--- config.mk ---
export PLATFORM = sky130hd
export DESIGN_NAME = uart_tx_ctrl_flat
export DESIGN_NICKNAME = d
export VERILOG_FILES = /design/src/rtl/uart_tx_if.sv /design/src/rtl/uart_tx_ctrl.sv /design/src/flat_wrapper.sv
export SDC_FILE = /design/constraint.sdc
export NUM_CORES = 1
export LEC_CHECK = 0
export CAP_MARGIN = 20
export CORE_UTILIZATION = 35
export CTS_BUF_LIST = sky130_fd_sc_hd__clkbuf_8
export CTS_CLUSTER_DIAMETER = 40
export DETAILED_ROUTE_END_ITERATION = 16
export HOLD_SLACK_MARGIN = 0.08
export PLACE_DENSITY = 0.59
export RECOVER_POWER = 25
export SYNTH_ARGS = -nofsm -noshare
export SYNTH_HDL_FRONTEND = slang
export SYNTH_SLANG_ARGS = --single-unit
--- constraint.sdc ---
create_clock -name clk -period 1.6 [get_ports clk]
set_input_delay 0.16 -clock clk [delete_from_list [all_inputs] [get_ports clk]]
set_output_delay 0.16 -clock clk [all_outputs]
set_load 0.02 [all_outputs]
--- src/rtl/uart_tx_if.sv ---
// UART transmit controller bus: host request, serializer handshake and line output.
// The master drives the request and serializer feedback; the slave is the controller.
interface uart_tx_if #(
  parameter int DATA_WIDTH = 8
);
  logic [DATA_WIDTH-1:0] p_data;
  logic                  data_valid;
  logic                  par_en;
  logic                  par_typ;
  logic                  ser_done;
  logic                  ser_data;
  logic                  ser_en;
  logic [DATA_WIDTH-1:0] ser_p_data;
  logic                  tx_out;
  logic                  busy;
  logic                  frame_err;

  modport master (
    output p_data, data_valid, par_en, par_typ,
    output ser_done, ser_data,
    input  ser_en, ser_p_data, tx_out, busy, frame_err
  );

  modport slave (
    input  p_data, data_valid, par_en, par_typ,
    input  ser_done, ser_data,
    output ser_en, ser_p_data, tx_out, busy, frame_err
  );
endinterface

--- src/rtl/uart_tx_ctrl.sv ---
// UART transmit frame controller: sequences start/data/parity/stop bits
// and drives the serializer enable, with a DATA-phase timeout abort.
module uart_tx_ctrl #(
  parameter int DATA_WIDTH = 8,
  parameter int TIMEOUT    = DATA_WIDTH + 2
) (
  input  logic     clk,
  input  logic     rst,
  uart_tx_if.slave bus
);
  localparam int TW = $clog2(TIMEOUT + 1);

  typedef enum logic [2:0] {
    IDLE,
    START,
    DATA,
    PARITY,
    STOP
  } state_t;

  state_t                state;
  state_t                state_nxt;
  logic [DATA_WIDTH-1:0] data_reg;
  logic                  par_bit;
  logic                  par_en_r;
  logic [TW-1:0]         tmo_cnt;
  logic                  frame_err_r;
  logic                  accept;
  logic                  tmo_hit;

  assign accept  = bus.data_valid &&
                   (state == IDLE || state == STOP);
  assign tmo_hit = (tmo_cnt == TW'(TIMEOUT - 1));

  always_comb begin
    state_nxt = state;
    unique case (state)
      IDLE:    if (accept) state_nxt = START;
      START:   state_nxt = DATA;
      // ser_done wins over a timeout landing on the same cycle
      DATA: begin
        if (bus.ser_done)
          state_nxt = par_en_r ? PARITY : STOP;
        else if (tmo_hit)
          state_nxt = IDLE;
      end
      PARITY:  state_nxt = STOP;
      STOP:    state_nxt = accept ? START : IDLE;
      default: state_nxt = IDLE;
    endcase
  end

  always_ff @(posedge clk or posedge rst) begin
    if (rst) begin
      state       <= IDLE;
      data_reg    <= '0;
      par_bit     <= 1'b0;
      par_en_r    <= 1'b0;
      tmo_cnt     <= '0;
      frame_err_r <= 1'b0;
    end else begin
      state <= state_nxt;
      if (accept) begin
        data_reg <= bus.p_data;
        par_en_r <= bus.par_en;
        par_bit  <= ^bus.p_data ^ bus.par_typ;
      end
      if (state == DATA)
        tmo_cnt <= tmo_cnt + 1'b1;
      else
        tmo_cnt <= '0;
      frame_err_r <= (state == DATA) &&
                     !bus.ser_done && tmo_hit;
    end
  end

  always_comb begin
    bus.tx_out = 1'b1;
    unique case (state)
      IDLE:    bus.tx_out = 1'b1;
      START:   bus.tx_out = 1'b0;
      DATA:    bus.tx_out = bus.ser_data;
      PARITY:  bus.tx_out = par_bit;
      STOP:    bus.tx_out = 1'b1;
      default: bus.tx_out = 1'b1;
    endcase
  end

  // Serializer loads while ser_en is low, so it sees p_data on the accept edge
  assign bus.ser_p_data = (state == IDLE || state == STOP) ?
                          bus.p_data : data_reg;
  assign bus.ser_en     = (state == START) || (state == DATA);
  assign bus.busy       = (state != IDLE);
  assign bus.frame_err  = frame_err_r;
endmodule

--- src/flat_wrapper.sv ---
// flat-port wrapper written by rule: the top's interface ports become plain ports
module uart_tx_ctrl_flat 
#(
  parameter int DATA_WIDTH = 8,
  parameter int TIMEOUT    = DATA_WIDTH + 2
)
  (clk, rst, bus_p_data, bus_data_valid, bus_par_en, bus_par_typ, bus_ser_done, bus_ser_data, bus_ser_en, bus_ser_p_data, bus_tx_out, bus_busy, bus_frame_err);
  uart_tx_if #(.DATA_WIDTH(DATA_WIDTH)) bus_i ();
  input  logic clk;
  input  logic rst;
  input wire logic [$bits(bus_i.p_data)-1:0] bus_p_data;
  input wire logic [$bits(bus_i.data_valid)-1:0] bus_data_valid;
  input wire logic [$bits(bus_i.par_en)-1:0] bus_par_en;
  input wire logic [$bits(bus_i.par_typ)-1:0] bus_par_typ;
  input wire logic [$bits(bus_i.ser_done)-1:0] bus_ser_done;
  input wire logic [$bits(bus_i.ser_data)-1:0] bus_ser_data;
  output wire logic [$bits(bus_i.ser_en)-1:0] bus_ser_en;
  output wire logic [$bits(bus_i.ser_p_data)-1:0] bus_ser_p_data;
  output wire logic [$bits(bus_i.tx_out)-1:0] bus_tx_out;
  output wire logic [$bits(bus_i.busy)-1:0] bus_busy;
  output wire logic [$bits(bus_i.frame_err)-1:0] bus_frame_err;
  assign bus_i.p_data = bus_p_data;
  assign bus_i.data_valid = bus_data_valid;
  assign bus_i.par_en = bus_par_en;
  assign bus_i.par_typ = bus_par_typ;
  assign bus_i.ser_done = bus_ser_done;
  assign bus_i.ser_data = bus_ser_data;
  assign bus_ser_en = bus_i.ser_en;
  assign bus_ser_p_data = bus_i.ser_p_data;
  assign bus_tx_out = bus_i.tx_out;
  assign bus_busy = bus_i.busy;
  assign bus_frame_err = bus_i.frame_err;
  uart_tx_ctrl #(.DATA_WIDTH(DATA_WIDTH), .TIMEOUT(TIMEOUT)) u_core (.clk(clk), .rst(rst), .bus(bus_i));
endmodule
# Word-level counts from Yosys, hierarchy flattened
# Cells that the tools add are included.
totals:
  in_bits: 15
  output_inout_bits: 12
  word_cells: 34
  regBits: 18
classes:
  n_eq_ne: 7
  bitwise: 1
  n_reduce_logical: 10
  n_addsub: 1
  muxes: 9
ops:
  columns: ["op", "n"]
  rows:
  - ["3-bit one-hot mux with 5 select lines", 1]
  - ["3-bit two-way mux", 4]
  - ["8-bit two-way mux", 1]
  - ["8-bit XOR reduction", 1]
  - ["3-bit by 2-bit equality test with 1-bit output (second input constant)", 2]
  - ["4-bit by 1-bit adder with 4-bit output (second input constant)", 1]
  - ["4-bit equality test (second input constant)", 1]
  - ["4-bit two-way mux", 1]
  - ["3-bit by 1-bit equality test with 1-bit output (second input constant)", 1]
  - ["3-bit equality test (second input constant)", 1]
  - ["1-bit logical AND", 3]
  - ["3-bit logical NOT", 1]
  - ["3-bit by 2-bit inequality test with 1-bit output (second input constant)", 1]
  - ["1-bit one-hot mux with 3 select lines", 1]
  - ["3-bit nonzero test", 1]
  - ["1-bit logical OR", 2]
  - ["2-bit by 1-bit inequality test with 1-bit output (second input constant)", 1]
  - ["2-bit AND reduction", 1]
  - ["1-bit logical NOT", 1]
  - ["1-bit two-way mux", 1]
  - ["1-bit XOR", 1]

# Longest topological paths before layout
depth:
  ltp_word: 5
  depth_mapped: 5
  mapped_depth_nobuf: 5

# Least setup slack after synthesis
# Ideal clock, no wire load.
synth_path:
  path_kind: "register to register"
  startpoint: "reg u_core.state[0]"
  endpoint: "reg u_core.data_reg[0]"
  t_arrival_ns: 1.184
  period_less_slack_ns: 1.309
  path_stages_with_launch: 5
  slack_ns: 0.291
  path_buffers: 1
  t_required_ns: 1.475
  setup_time_ns: 0.125
  path_cell_list: "dfrtp_1 -> nor2_4 -> nand2_2 -> buf_6 -> mux2_4"
synth_between:
  elab_chain_cells: 3
  elab_cells_between_ends: 4
  classes_between: "1 x eq/ne; 3 x reduce/logical"
synth_rtl:
  columns: ["item", "line_no", "rtl"]
  rows:
  - ["from (decl)", "uart_tx_ctrl.sv:21", "state_t state;"]
  - ["from (signal assigned)", "uart_tx_ctrl.sv:62", "state <= state_nxt;"]
  - ["3-bit equality test or 3-bit logical NOT (tied branches)", "uart_tx_ctrl.sv:32", "(state == IDLE || state == STOP);"]
  - ["1-bit logical OR (*)", "uart_tx_ctrl.sv:32", null]
  - ["1-bit logical AND (*)", "uart_tx_ctrl.sv:31", "assign accept = bus.data_valid &&"]
  - ["to (signal assigned)", "uart_tx_ctrl.sv:64", "data_reg <= bus.p_data;"]
  - ["to (decl)", "uart_tx_ctrl.sv:23", "logic [DATA_WIDTH-1:0] data_reg;"]
# Every way passes the cells marked *; elsewhere a longest branch is shown, timed or not.
# A chain may end at the register's enable or synchronous reset.

# Worst setup path in the final report
layout_path:
  startpoint: "reg u_core.state[0]"
  endpoint: "out bus_ser_p_data[7]"
layout_between:
  elab_chain_cells: 3
  elab_cells_between_ends: 4
  classes_between: "1 x eq/ne; 1 x mux; 2 x reduce/logical"
layout_rtl:
  columns: ["item", "line_no", "rtl"]
  rows:
  - ["3-bit equality test or 3-bit logical NOT (tied branches)", "uart_tx_ctrl.sv:90", "assign bus.ser_p_data = (state == IDLE || state == STOP) ?"]
  - ["1-bit logical OR (*)", "uart_tx_ctrl.sv:90", null]
  - ["8-bit two-way mux (*)", "uart_tx_ctrl.sv:90", null]
  - ["to (decl)", "flat_wrapper.sv:18", "output wire logic [$bits(bus_i.ser_p_data)-1:0] bus_ser_p_data;"]
# Marked as above.

==> run metrics <==
drt total wl=~2 mm; largest area contributor in the netlist=dfrtp_1; layout cells sized above 1=between 40% and 50%; DRT Pass-1 Iters=2; Sum Neg Setup Slack=0 ps; Hold Path Depth=1; FF-to-FF End=u_core.data_reg[7]$_DFFE_PP0P_; cells on worst reg2reg path=4; Final setup viols=0; Die Wd=between 50 and 60 um; hold path endpoint=u_core.tmo_cnt[0]$_DFF_PP0_; H-tree depth=1; combinational power share=55.8%; DRT iter0 DRCs=1; port bufs=26; slowest stage delay, CP=450 ps; Total Die Area=between 2000 and 3000 um2; initial core utilization=~38%; Hold Slack=a little under 500 ps; most common cell after layout, fill and taps aside=dfrtp_1; Mapped Area=approximately 950 um2; largest fanout on the critical path=4; worst-skew pair later-pin latency=between 200 and 300 ps; P_leak=approximately 0.66 nW; Hold Crit Start=u_core.tmo_cnt[0]$_DFF_PP0_; multi-input logic area=around 510 um2; Synth area leaders=dfrtp_1, mux2_2, mux2_4; Critical Path AT=1430 ps; Area Overhead vs Synth=45.5%; YS warnings=0; RSZ-0062 raised after global routing=true; Die Span Y=54.2 um; Bufs on Longest Clock Path=2; design area=1390 um2; max_cap viols=0; ant diodes=0; Met2 Routed Length=about 900 um; flop and latch count out of synthesis=18; Placed Area=between 1000 and 1500 um2; post-synth cell types=22; Post-Place Cells=~140; clock skew=about 5.2 ps; WS Path Type=reg -> out; via/cell ratio=about 4.7; Worst-path clk slew=roughly 70 ps; minimum clock period=roughly 1600 ps; Max Slew Vio Count=0; fin util=55.1%; startpoint types=register; Seq/Total Area, Yosys=a little under half; antenna violations before repair=0; Non-Filler Instances=150; Tot GR Track Use=15.2%; uppermost routed layer=met4; PD cells=approximately 1900 nW/um2; Syn Inst Count=79; CTS Sinks=18; core box area=2520 um2; DR vias=about 700; CP Capture Type=output pin; P_int=approximately 1.6 mW; io pins=27; Syn Nets=96; CTS tree=yes; relative slew slack=between 30 and 40%; most frequent cells in the layout=dfrtp_1, clkdlybuf4s50_1, mux2_4; status=complete, no violations; Final #Nets=between 100 and 150; cell mode on critical path=buf_6; root buffer cell=clkbuf_8; Post-CTS Hold Fix Bufs=0; Final Cycle Share=99.6%; GR Overflow Total=0; R2R Setup Slk=150 ps; worst r2r src=u_core.state[0]$_DFFE_PP0P_; met3 wire length=just over 70 um; largest net degree at the start of global routing=19; f_max=about 0.63 GHz; worst slack, placed=-146 ps; syn_area_per_cell=~12 um2; Largest register FFs=8; Design Power=around 2.6 mW; met1 wire length=roughly 960 um; Worst Tran Pin Value=1010 ps; antenna-violating nets left=0; Final Wtd Congestion=about 0.70; Flop pwr share=around 30%; slowest library cell on the worst path=dfrtp_2; filler cell count=approximately 240; Cell Rows=18; Hold Path Class=reg -> reg; Psw=approximately 0.94 mW; vias in the first global route=~630; cells along the critical path=nor2_4 > buf_6 > mux2_4 > buf_6; WL/cell=about 13 um; post-route DRC violation count=0; first-pass GRT wire length=approximately 3.1 mm; Peak VDD IR=1.23 mV; Num CTS Buffers=3; top cell type's share of synthesized area=a little under half; final hold vios=0; Net Sw Frac=36.4%; Clock Power Share=between 10% and 20%; DP Wirelength=roughly 1.3 mm; Crit path required time=roughly 1400 ps; Setup WS post-layout=6.55 ps; FF+latch area=453 um2
-- power groups by stage --
stage,clock (mW),combinational (mW),sequential [mW]
2_1_floorplan,0,0.874,0.739
3_3_place_gp,0,1.37,0.746
3_5_place_dp,0,1.38,0.751
4_1_cts,0.383,1.44,0.769
5_1_grt,0.401,1.55,0.800
6_report,0.371,1.44,0.770
-- area by class of cell --
| cell class | instances | area share [%] |
|---|---|---|
| multi-input combinational | 57 | 36.8 |
| sequential | 18 | 32.6 |
| timing repair buffer | 38 | 23.1 |
| clock buffer | 4 | 3.96 |
| tap | 30 | 2.70 |
| inverter | 3 | 0.811 |
-- kinds of logic after synthesis --
| group | after synthesis | share of synthesized area [%] |
|---|---|---|
| AOI/OAI and AO/OA | 7 | 3.67 |
| muxes | 17 | 22.8 |
| and+or+nand+nor | 21 | 11.3 |
| DFF | 18 | 47.2 |
| xor gates and xnor gates | 9 | 9.70 |
| buffers and inverters | 5 | 2.75 |
| adders and majority gates | 2 | 2.62 |
-- timing repair --
item | CTS | global route
setup endpoints to repair | 11 | 5
buffers inserted | 2 | 0
gates cloned | 1 | 0
gates resized for setup | 61 | 1
pin swaps | 2 | 1
-- worst max-delay path, delay by kind of cell (launching register included) --
family | cells | cell delay, ps
multiplexers | 1 | 310
buffers and inverters | 2 | 270
flip-flops | 1 | 450
AND/OR/NAND/NOR | 1 | 150
-- metal layers --
layer | track usage (%) | up-vias
li1 | - | 346
met1 | 21.4 | 341
met2 | 22.2 | 12
met3 | 2.78 | 2
met4 | 7.69 | 0
met5 | 0 | -
-- cell usage after synthesis --
cell type  count
a21oi_1        4
buf_6          1
clkbuf_1       1
dfrtp_1       18
ha_1           2
inv_1          3
mux2_2        10
mux2_4         7
nand2_1        5
nand2_2        1
nand2b_1       3
nand3_1        2
nor2_1         6
nor2_4         1
nor3b_1        1
o21ai_0        2
o21ai_1        1
or2_1          1
or3_1          1
xnor2_1        5
xnor3_1        1
xor2_1         3
-- worst max path at each step --
stage / from / end / slack [ps] / cells after the start
6_report: u_core.state[0]$_DFFE_PP0P_ / bus_ser_p_data[7] / 7 / 4
2_1_floorplan: u_core.state[0]$_DFFE_PP0P_ / u_core.data_reg[0]$_DFFE_PP0P_ / 290 / 4
3_5_place_dp: u_core.state[0]$_DFFE_PP0P_ / bus_ser_p_data[3] / -150 / 3
4_1_cts: u_core.state[1]$_DFFE_PP0P_ / bus_ser_p_data[7] / -10 / 4
3_3_place_gp: u_core.state[0]$_DFFE_PP0P_ / bus_ser_p_data[4] / -110 / 3
5_1_grt: u_core.state[0]$_DFFE_PP0P_ / bus_ser_p_data[7] / -30 / 4
(Power assumes the default switching activity.)
